$ cat src/rtl/multicycle_pkg.sv
// Shared types and constants for the multi-cycle RISC-V main controller.
package multicycle_pkg;

   // Controller states. Encoding 4'd15 is unused and recovers to StFetch.
   typedef enum logic [3:0] {
      StFetch   = 4'd0,
      StDecode  = 4'd1,
      StMemAdr  = 4'd2,
      StMemRd   = 4'd3,
      StMemWb   = 4'd4,
      StMemWr   = 4'd5,
      StExecR   = 4'd6,
      StExecI   = 4'd7,
      StAluWb   = 4'd8,
      StBeq     = 4'd9,
      StJalr    = 4'd10,
      StJump    = 4'd11,
      StLui     = 4'd12,
      StAuipc   = 4'd13,
      StIllegal = 4'd14
   } state_e;

   // Supported major opcodes (instr[6:0]).
   localparam logic [6:0] OpLoad   = 7'b0000011;
   localparam logic [6:0] OpStore  = 7'b0100011;
   localparam logic [6:0] OpRType  = 7'b0110011;
   localparam logic [6:0] OpIType  = 7'b0010011;
   localparam logic [6:0] OpBranch = 7'b1100011;
   localparam logic [6:0] OpJal    = 7'b1101111;
   localparam logic [6:0] OpJalr   = 7'b1100111;
   localparam logic [6:0] OpLui    = 7'b0110111;
   localparam logic [6:0] OpAuipc  = 7'b0010111;

   typedef enum logic [1:0] {
      AluAdd    = 2'b00,
      AluSub    = 2'b01,
      AluRFunct = 2'b10,
      AluIFunct = 2'b11
   } alu_op_e;

   typedef enum logic [1:0] {
      ResAluOut    = 2'b00,
      ResMemData   = 2'b01,
      ResAluResult = 2'b10
   } result_src_e;

   typedef enum logic [1:0] {
      SrcAPc    = 2'b00,
      SrcAOldPc = 2'b01,
      SrcARs1   = 2'b10,
      SrcAZero  = 2'b11
   } alu_src_a_e;

   typedef enum logic [1:0] {
      SrcBRs2  = 2'b00,
      SrcBImm  = 2'b01,
      SrcBFour = 2'b10
   } alu_src_b_e;

   // Full set of datapath controls produced for one cycle.
   typedef struct packed {
      logic        mem_req;
      logic        mem_we;
      logic        adr_src;
      logic        ir_write;
      logic        pc_write;
      logic        branch;
      logic        reg_write;
      result_src_e result_src;
      alu_src_a_e  alu_src_a;
      alu_src_b_e  alu_src_b;
      alu_op_e     alu_op;
      logic        illegal;
   } ctrl_t;

   // State that follows DECODE for a given opcode.
   function automatic state_e decode_next(input logic [6:0] opcode);
      case (opcode)
         OpLoad, OpStore: return StMemAdr;
         OpRType:         return StExecR;
         OpIType:         return StExecI;
         OpBranch:        return StBeq;
         OpJal:           return StJump;
         OpJalr:          return StJalr;
         OpLui:           return StLui;
         OpAuipc:         return StAuipc;
         default:         return StIllegal;
      endcase
   endfunction

endpackage

$ cat src/rtl/multicycle_control_if.sv
// Controller <-> datapath/memory signal bundle. The controller side uses
// the master modport; the datapath (or a bench) uses the slave modport.
interface multicycle_control_if #(
   parameter int unsigned CNT_W = 32
);

   logic [6:0]       opcode;
   logic             mem_ready;
   logic             mem_req;
   logic             mem_we;
   logic             adr_src;
   logic             ir_write;
   logic             pc_write;
   logic             branch;
   logic             reg_write;
   logic [1:0]       result_src;
   logic [1:0]       alu_src_a;
   logic [1:0]       alu_src_b;
   logic [1:0]       alu_op;
   logic             illegal;
   logic [CNT_W-1:0] instret;

   modport master (
      input  opcode,
      input  mem_ready,
      output mem_req,
      output mem_we,
      output adr_src,
      output ir_write,
      output pc_write,
      output branch,
      output reg_write,
      output result_src,
      output alu_src_a,
      output alu_src_b,
      output alu_op,
      output illegal,
      output instret
   );

   modport slave (
      output opcode,
      output mem_ready,
      input  mem_req,
      input  mem_we,
      input  adr_src,
      input  ir_write,
      input  pc_write,
      input  branch,
      input  reg_write,
      input  result_src,
      input  alu_src_a,
      input  alu_src_b,
      input  alu_op,
      input  illegal,
      input  instret
   );

endinterface

$ cat src/rtl/multicycle_ctrl_outdec.sv
// Moore output decoder: datapath controls from the current state. Only the
// FETCH-cycle IR/PC write strobes depend on mem_ready.
module multicycle_ctrl_outdec
   import multicycle_pkg::*;
(
   input  state_e i_state,
   input  logic   i_mem_ready,
   output ctrl_t  o_ctrl
);

   // Per-state control decode; everything not set below stays 0.
   always_comb begin
      o_ctrl = '0;
      case (i_state)
         StFetch: begin
            o_ctrl.mem_req    = 1'b1;
            o_ctrl.ir_write   = i_mem_ready;
            o_ctrl.pc_write   = i_mem_ready;
            o_ctrl.alu_src_a  = SrcAPc;
            o_ctrl.alu_src_b  = SrcBFour;
            o_ctrl.alu_op     = AluAdd;
            o_ctrl.result_src = ResAluResult;
         end
         StDecode: begin
            // OldPC + imm precomputes the branch/jal target
            o_ctrl.alu_src_a = SrcAOldPc;
            o_ctrl.alu_src_b = SrcBImm;
            o_ctrl.alu_op    = AluAdd;
         end
         StMemAdr: begin
            o_ctrl.alu_src_a = SrcARs1;
            o_ctrl.alu_src_b = SrcBImm;
            o_ctrl.alu_op    = AluAdd;
         end
         StMemRd: begin
            o_ctrl.mem_req = 1'b1;
            o_ctrl.adr_src = 1'b1;
         end
         StMemWb: begin
            o_ctrl.result_src = ResMemData;
            o_ctrl.reg_write  = 1'b1;
         end
         StMemWr: begin
            o_ctrl.mem_req = 1'b1;
            o_ctrl.mem_we  = 1'b1;
            o_ctrl.adr_src = 1'b1;
         end
         StExecR: begin
            o_ctrl.alu_src_a = SrcARs1;
            o_ctrl.alu_src_b = SrcBRs2;
            o_ctrl.alu_op    = AluRFunct;
         end
         StExecI: begin
            o_ctrl.alu_src_a = SrcARs1;
            o_ctrl.alu_src_b = SrcBImm;
            o_ctrl.alu_op    = AluIFunct;
         end
         StAluWb: begin
            o_ctrl.result_src = ResAluOut;
            o_ctrl.reg_write  = 1'b1;
         end
         StBeq: begin
            // Subtract to compare; target from DECODE is on ALUOut
            o_ctrl.alu_src_a  = SrcARs1;
            o_ctrl.alu_src_b  = SrcBRs2;
            o_ctrl.alu_op     = AluSub;
            o_ctrl.result_src = ResAluOut;
            o_ctrl.branch     = 1'b1;
         end
         StJalr: begin
            o_ctrl.alu_src_a = SrcARs1;
            o_ctrl.alu_src_b = SrcBImm;
            o_ctrl.alu_op    = AluAdd;
         end
         StJump: begin
            // PC <= target on ALUOut while ALU forms the link value OldPC + 4
            o_ctrl.alu_src_a  = SrcAOldPc;
            o_ctrl.alu_src_b  = SrcBFour;
            o_ctrl.alu_op     = AluAdd;
            o_ctrl.result_src = ResAluOut;
            o_ctrl.pc_write   = 1'b1;
         end
         StLui: begin
            o_ctrl.alu_src_a = SrcAZero;
            o_ctrl.alu_src_b = SrcBImm;
            o_ctrl.alu_op    = AluAdd;
         end
         StAuipc: begin
            o_ctrl.alu_src_a = SrcAOldPc;
            o_ctrl.alu_src_b = SrcBImm;
            o_ctrl.alu_op    = AluAdd;
         end
         StIllegal: begin
            o_ctrl.illegal = 1'b1;
         end
         default: begin
            o_ctrl = '0;
         end
      endcase
   end

endmodule

$ cat src/rtl/multicycle_control.sv
// Main controller of the multi-cycle RISC-V core: state sequencing,
// memory handshake and retired-instruction counter.
module multicycle_control
   import multicycle_pkg::*;
#(
   parameter int unsigned CNT_W = 32
) (
   input logic                  clk,
   input logic                  rst_n,
   multicycle_control_if.master ctrl_bus
);

   state_e           r_state;
   state_e           w_next_state;
   ctrl_t            w_ctrl;
   logic             w_retire;
   logic [CNT_W-1:0] r_instret;

   // State register; reset drops any pending memory access immediately.
   always_ff @(posedge clk or negedge rst_n) begin
      if (!rst_n) begin
         r_state <= StFetch;
      end else begin
         r_state <= w_next_state;
      end
   end

   // Next-state sequencing; memory states hold until mem_ready.
   always_comb begin
      w_next_state = r_state;
      case (r_state)
         StFetch:   if (ctrl_bus.mem_ready) w_next_state = StDecode;
         StDecode:  w_next_state = decode_next(ctrl_bus.opcode);
         StMemAdr:  w_next_state = (ctrl_bus.opcode == OpStore) ? StMemWr : StMemRd;
         StMemRd:   if (ctrl_bus.mem_ready) w_next_state = StMemWb;
         StMemWb:   w_next_state = StFetch;
         StMemWr:   if (ctrl_bus.mem_ready) w_next_state = StFetch;
         StExecR:   w_next_state = StAluWb;
         StExecI:   w_next_state = StAluWb;
         StAluWb:   w_next_state = StFetch;
         StBeq:     w_next_state = StFetch;
         StJalr:    w_next_state = StJump;
         StJump:    w_next_state = StAluWb;
         StLui:     w_next_state = StAluWb;
         StAuipc:   w_next_state = StAluWb;
         StIllegal: w_next_state = StFetch;
         default:   w_next_state = StFetch;
      endcase
   end

   // Final cycle of every legal instruction; ILLEGAL never retires.
   always_comb begin
      w_retire = (r_state == StMemWb) || (r_state == StAluWb) || (r_state == StBeq) ||
                 ((r_state == StMemWr) && ctrl_bus.mem_ready);
   end

   // Retired-instruction counter, wraps modulo 2^CNT_W.
   always_ff @(posedge clk or negedge rst_n) begin
      if (!rst_n) begin
         r_instret <= '0;
      end else if (w_retire) begin
         r_instret <= r_instret + {{(CNT_W-1){1'b0}}, 1'b1};
      end
   end

   multicycle_ctrl_outdec u_outdec (
      .i_state     (r_state),
      .i_mem_ready (ctrl_bus.mem_ready),
      .o_ctrl      (w_ctrl)
   );

   assign ctrl_bus.mem_req    = w_ctrl.mem_req;
   assign ctrl_bus.mem_we     = w_ctrl.mem_we;
   assign ctrl_bus.adr_src    = w_ctrl.adr_src;
   assign ctrl_bus.ir_write   = w_ctrl.ir_write;
   assign ctrl_bus.pc_write   = w_ctrl.pc_write;
   assign ctrl_bus.branch     = w_ctrl.branch;
   assign ctrl_bus.reg_write  = w_ctrl.reg_write;
   assign ctrl_bus.result_src = w_ctrl.result_src;
   assign ctrl_bus.alu_src_a  = w_ctrl.alu_src_a;
   assign ctrl_bus.alu_src_b  = w_ctrl.alu_src_b;
   assign ctrl_bus.alu_op     = w_ctrl.alu_op;
   assign ctrl_bus.illegal    = w_ctrl.illegal;
   assign ctrl_bus.instret    = r_instret;

endmodule
$ cat src/flat_wrapper.sv
// flat-port wrapper written by rule: the top's interface ports become plain ports
module multicycle_control_flat import multicycle_pkg::*;
#(
   parameter int unsigned CNT_W = 32
)
  (clk, rst_n, ctrl_bus_opcode, ctrl_bus_mem_ready, ctrl_bus_mem_req, ctrl_bus_mem_we, ctrl_bus_adr_src, ctrl_bus_ir_write, ctrl_bus_pc_write, ctrl_bus_branch, ctrl_bus_reg_write, ctrl_bus_result_src, ctrl_bus_alu_src_a, ctrl_bus_alu_src_b, ctrl_bus_alu_op, ctrl_bus_illegal, ctrl_bus_instret);
  multicycle_control_if #(.CNT_W(CNT_W)) ctrl_bus_i ();
  input logic clk;
  input logic rst_n;
  input wire logic [$bits(ctrl_bus_i.opcode)-1:0] ctrl_bus_opcode;
  input wire logic [$bits(ctrl_bus_i.mem_ready)-1:0] ctrl_bus_mem_ready;
  output wire logic [$bits(ctrl_bus_i.mem_req)-1:0] ctrl_bus_mem_req;
  output wire logic [$bits(ctrl_bus_i.mem_we)-1:0] ctrl_bus_mem_we;
  output wire logic [$bits(ctrl_bus_i.adr_src)-1:0] ctrl_bus_adr_src;
  output wire logic [$bits(ctrl_bus_i.ir_write)-1:0] ctrl_bus_ir_write;
  output wire logic [$bits(ctrl_bus_i.pc_write)-1:0] ctrl_bus_pc_write;
  output wire logic [$bits(ctrl_bus_i.branch)-1:0] ctrl_bus_branch;
  output wire logic [$bits(ctrl_bus_i.reg_write)-1:0] ctrl_bus_reg_write;
  output wire logic [$bits(ctrl_bus_i.result_src)-1:0] ctrl_bus_result_src;
  output wire logic [$bits(ctrl_bus_i.alu_src_a)-1:0] ctrl_bus_alu_src_a;
  output wire logic [$bits(ctrl_bus_i.alu_src_b)-1:0] ctrl_bus_alu_src_b;
  output wire logic [$bits(ctrl_bus_i.alu_op)-1:0] ctrl_bus_alu_op;
  output wire logic [$bits(ctrl_bus_i.illegal)-1:0] ctrl_bus_illegal;
  output wire logic [$bits(ctrl_bus_i.instret)-1:0] ctrl_bus_instret;
  assign ctrl_bus_i.opcode = ctrl_bus_opcode;
  assign ctrl_bus_i.mem_ready = ctrl_bus_mem_ready;
  assign ctrl_bus_mem_req = ctrl_bus_i.mem_req;
  assign ctrl_bus_mem_we = ctrl_bus_i.mem_we;
  assign ctrl_bus_adr_src = ctrl_bus_i.adr_src;
  assign ctrl_bus_ir_write = ctrl_bus_i.ir_write;
  assign ctrl_bus_pc_write = ctrl_bus_i.pc_write;
  assign ctrl_bus_branch = ctrl_bus_i.branch;
  assign ctrl_bus_reg_write = ctrl_bus_i.reg_write;
  assign ctrl_bus_result_src = ctrl_bus_i.result_src;
  assign ctrl_bus_alu_src_a = ctrl_bus_i.alu_src_a;
  assign ctrl_bus_alu_src_b = ctrl_bus_i.alu_src_b;
  assign ctrl_bus_alu_op = ctrl_bus_i.alu_op;
  assign ctrl_bus_illegal = ctrl_bus_i.illegal;
  assign ctrl_bus_instret = ctrl_bus_i.instret;
  multicycle_control #(.CNT_W(CNT_W)) u_core (.clk(clk), .rst_n(rst_n), .ctrl_bus(ctrl_bus_i));
endmodule
$ cat config.mk
export PLATFORM = sky130hd
export DESIGN_NAME = multicycle_control_flat
export DESIGN_NICKNAME = d
export VERILOG_FILES = /design/src/rtl/multicycle_pkg.sv /design/src/rtl/multicycle_control_if.sv /design/src/rtl/multicycle_ctrl_outdec.sv /design/src/rtl/multicycle_control.sv /design/src/flat_wrapper.sv
export SDC_FILE = /design/constraint.sdc
export NUM_CORES = 1
export LEC_CHECK = 0
export CORE_MARGIN = 5
export CORE_UTILIZATION = 35
export DETAILED_ROUTE_END_ITERATION = 16
export PLACE_DENSITY_LB_ADDON = 0.25
export SKIP_CTS_REPAIR_TIMING = 1
export SLEW_MARGIN = 30
export SYNTH_ARGS = -nofsm -noshare
export SYNTH_HDL_FRONTEND = slang
export SYNTH_SLANG_ARGS = --single-unit
$ cat constraint.sdc
create_clock -name clk -period 2.4 [get_ports clk]
set_input_delay 0.36 -clock clk [delete_from_list [all_inputs] [get_ports clk]]
set_output_delay 0.36 -clock clk [all_outputs]
set_load 0.05 [all_outputs]
==> results.toml <==
[finish]
diodes = 0
fin_nets = 300
fillers = 557
seq_area_um2 = 901
syn_to_final_growth_pct = 38.8
drive_gt1_frac = 0.163
multi_input_area_mm2 = 0.00124

[drt]
drt_iter0_drc = 105
drt-met1-wl_um = 2540
drt-total-wl_um = 5440
top_layer_used = "met4"
vias = 1937
wl_met3_um = 319
drtAntennaViolNets = 0
drc_errors = 0
wl_per_cell_um = 14.9
first_pass_iters = 5
viasPerCell = 5.32
wl_met2_um = 2550

[critical_path]
worstSetupPathType = "reg2out"
worstReg2RegEnd = "u_core.ctrl_bus.instret[1]"
ff2ff_setup_slack_ns = 0.44
cp-end-kind = "output pin"
required_ns = 2.04
reg2regPathDepth = 4
cp.arrival_ns = 1.81
r2r_start = "u_core.r_state[0]"
path_max_fanout = 13
cp-start-kind = "register"

[global_routing]
grt_pass1_wl_um = 9050
grt_max_degree = 37
grt_pass1_vias = 1840
antenna_found_initial = 0
grt_usage = 0.144
grt_overflow = 0

[sta]
finalHoldViolations = 0
drv_slew = 0
finalSetupViolCount = 0
min_period_ns = 2.17
setup_tns_ns = 0
rsz0062_at_grt = "false"
timing.hold.ws_ns = 0.164
max_freq_mhz = 462
max-slew-margin-rel = 0.461
clock_skew_ns = 0.00559
period_share = 0.903
tightest_slew_ns = 0.808

[power_and_ir_drop]
peakVddDrop_uv = 719
leakage_nw = 1.20
power.density_mw_per_mm2 = 1280
power.total_mw = 3.87

[clocking]
cts.path.max_buffers = 2
path_clk_slew_ns = 0.07
h-tree-depth = 2
root_buffer = "clkbuf_8"
cts_tree = "yes"
cts.sinks = 36
numCtsBuffers = 5
clk_latency_ns = 0.28

[logic_synthesis]
async_flop_share = 1.00
synth_flop_cell = "dfrtp_1"
synth_warnings = 0
syn_area_mm2 = 0.00219
syn_nets = 239
syn_area_per_cell_um2 = 9.60
postSynthCellCount = 228
ys_ff_latch = 36
synth_top_cell_by_area = "dfrtp_1"
synth_edf_count = 0
yosys-top-cells-area = "dfrtp_1, xor2_1, xnor2_1, nor4_2, nand4_1"
ys_seq_area_frac = 0.412
ys_types = 44
synth_top_area_frac = 0.412
synth_top_cells_by_count = "dfrtp_1, xor2_1, nand2_1, xnor2_1, nand3_1"
yosysMostFrequentCell = "dfrtp_1"

[status]
status = "complete, no violations"

[place]
hpwlAfterDp_um = 4110
gp_congestion = 0.824
port_buffers = 57

[die]
fp.dieH_um = 89.1
core_mm2 = 0.00599
die_area_mm2 = 0.00793
row_count = 28
die_x_um = 89.1
num_io_pins = 58
start_util = 0.365

[min_path]
hold_path_class = "in2async"

[job]
drv_cap = 0
per-stage QoR:
step	util	instances	cell area (um2)	setup slack, ns
after floorplan	-	228	2200	0.00149
after global placement	0.491	357	2940	0.318
after detailed placement	0.491	357	2940	0.286
after CTS	0.507	364	3040	0.217
after global routing	0.507	364	3040	0.0968
final	0.507	364	3040	0.233
layer usage:
metal	global-route usage	vias to the layer above
met5	0	-
met4	0.0284	0
met3	0.0387	5
met2	0.231	41
met1	0.197	930
li1	-	961
kinds of logic after synthesis:
kind of cell | after synthesis | synth area share
AND/OR/NAND/NOR | 115 | 0.324
adder cells (fa/ha/maj) | 1 | 0.00572
buffers and inverters | 13 | 0.0263
XOR/XNOR | 33 | 0.132
AO/OA/AOI/OAI | 28 | 0.0909
flip-flops | 36 | 0.412
multiplexers | 2 | 0.00972
worst max-delay path by stage:
stage / startpoint / slack [ns] / cells past startpoint / endpoint
2_1_floorplan: u_core.r_state[1] / 0.001 / 4 / ctrl_bus_alu_op[0]
3_3_place_gp: ctrl_bus_mem_ready / 0.32 / 5 / u_core.ctrl_bus.instret[1]
3_5_place_dp: ctrl_bus_mem_ready / 0.29 / 5 / u_core.ctrl_bus.instret[1]
4_1_cts: u_core.r_state[1] / 0.22 / 4 / ctrl_bus_alu_op[0]
5_1_grt: u_core.r_state[1] / 0.1 / 5 / ctrl_bus_pc_write
6_report: u_core.r_state[0] / 0.23 / 4 / ctrl_bus_ir_write
state kept, by name, indices dropped and copies added (netlist names):
register                 count
u_core.ctrl_bus.instret     32
u_core.r_state               4
cell usage in the layout (no fill, tap or decap), types with 2 or more instances in the layout:
| cell | Yosys | routed |
|---|---|---|
| nand3_1 | 12 | 12 |
| dfrtp_1 | 36 | 36 |
| inv_1 | 2 | 2 |
| clkbuf_8 | 0 | 7 |
| nor2_1 | 10 | 9 |
| xor2_1 | 19 | 19 |
| or2_2 | 2 | 2 |
| or3_1 | 5 | 5 |
| o21a_1 | 2 | 2 |
| a21o_1 | 2 | 2 |
| nand2_1 | 18 | 18 |
| nor4_1 | 9 | 9 |
| o21ai_0 | 5 | 5 |
| a2111oi_0 | 2 | 2 |
| clkdlybuf4s50_1 | 0 | 40 |
| nor2b_1 | 6 | 6 |
| buf_4 | 0 | 15 |
| nor3_1 | 7 | 7 |
| a21oi_1 | 4 | 4 |
| nand4_1 | 11 | 11 |
| and3_1 | 5 | 5 |
| xnor2_1 | 14 | 14 |
| buf_12 | 0 | 9 |
| nor4_2 | 6 | 6 |
| a211o_1 | 4 | 4 |
| nand4b_1 | 5 | 5 |
| nand2b_1 | 7 | 7 |
| and4_1 | 7 | 7 |
report_power, final:
part | switching (mW) | internal (mW)
Combinational | 1.50 | 0.894
Clock | 0.205 | 0.256
Sequential | 0.270 | 0.747
final cells by class:
cell class                      instances  area share
Multi-Input combinational cell        179       0.408
Sequential cell                        36       0.297
Timing Repair Buffer                   65       0.230
Clock buffer                            7      0.0317
Tap cell                               75      0.0309
Inverter                                2     0.00247
critical path: stages, from the launching register on:
cell	delay, ns
dfrtp_1	0.53
or3_1	0.47
nor2_2	0.18
and2_1	0.20
buf_12	0.14
(Power assumes the default switching activity.)
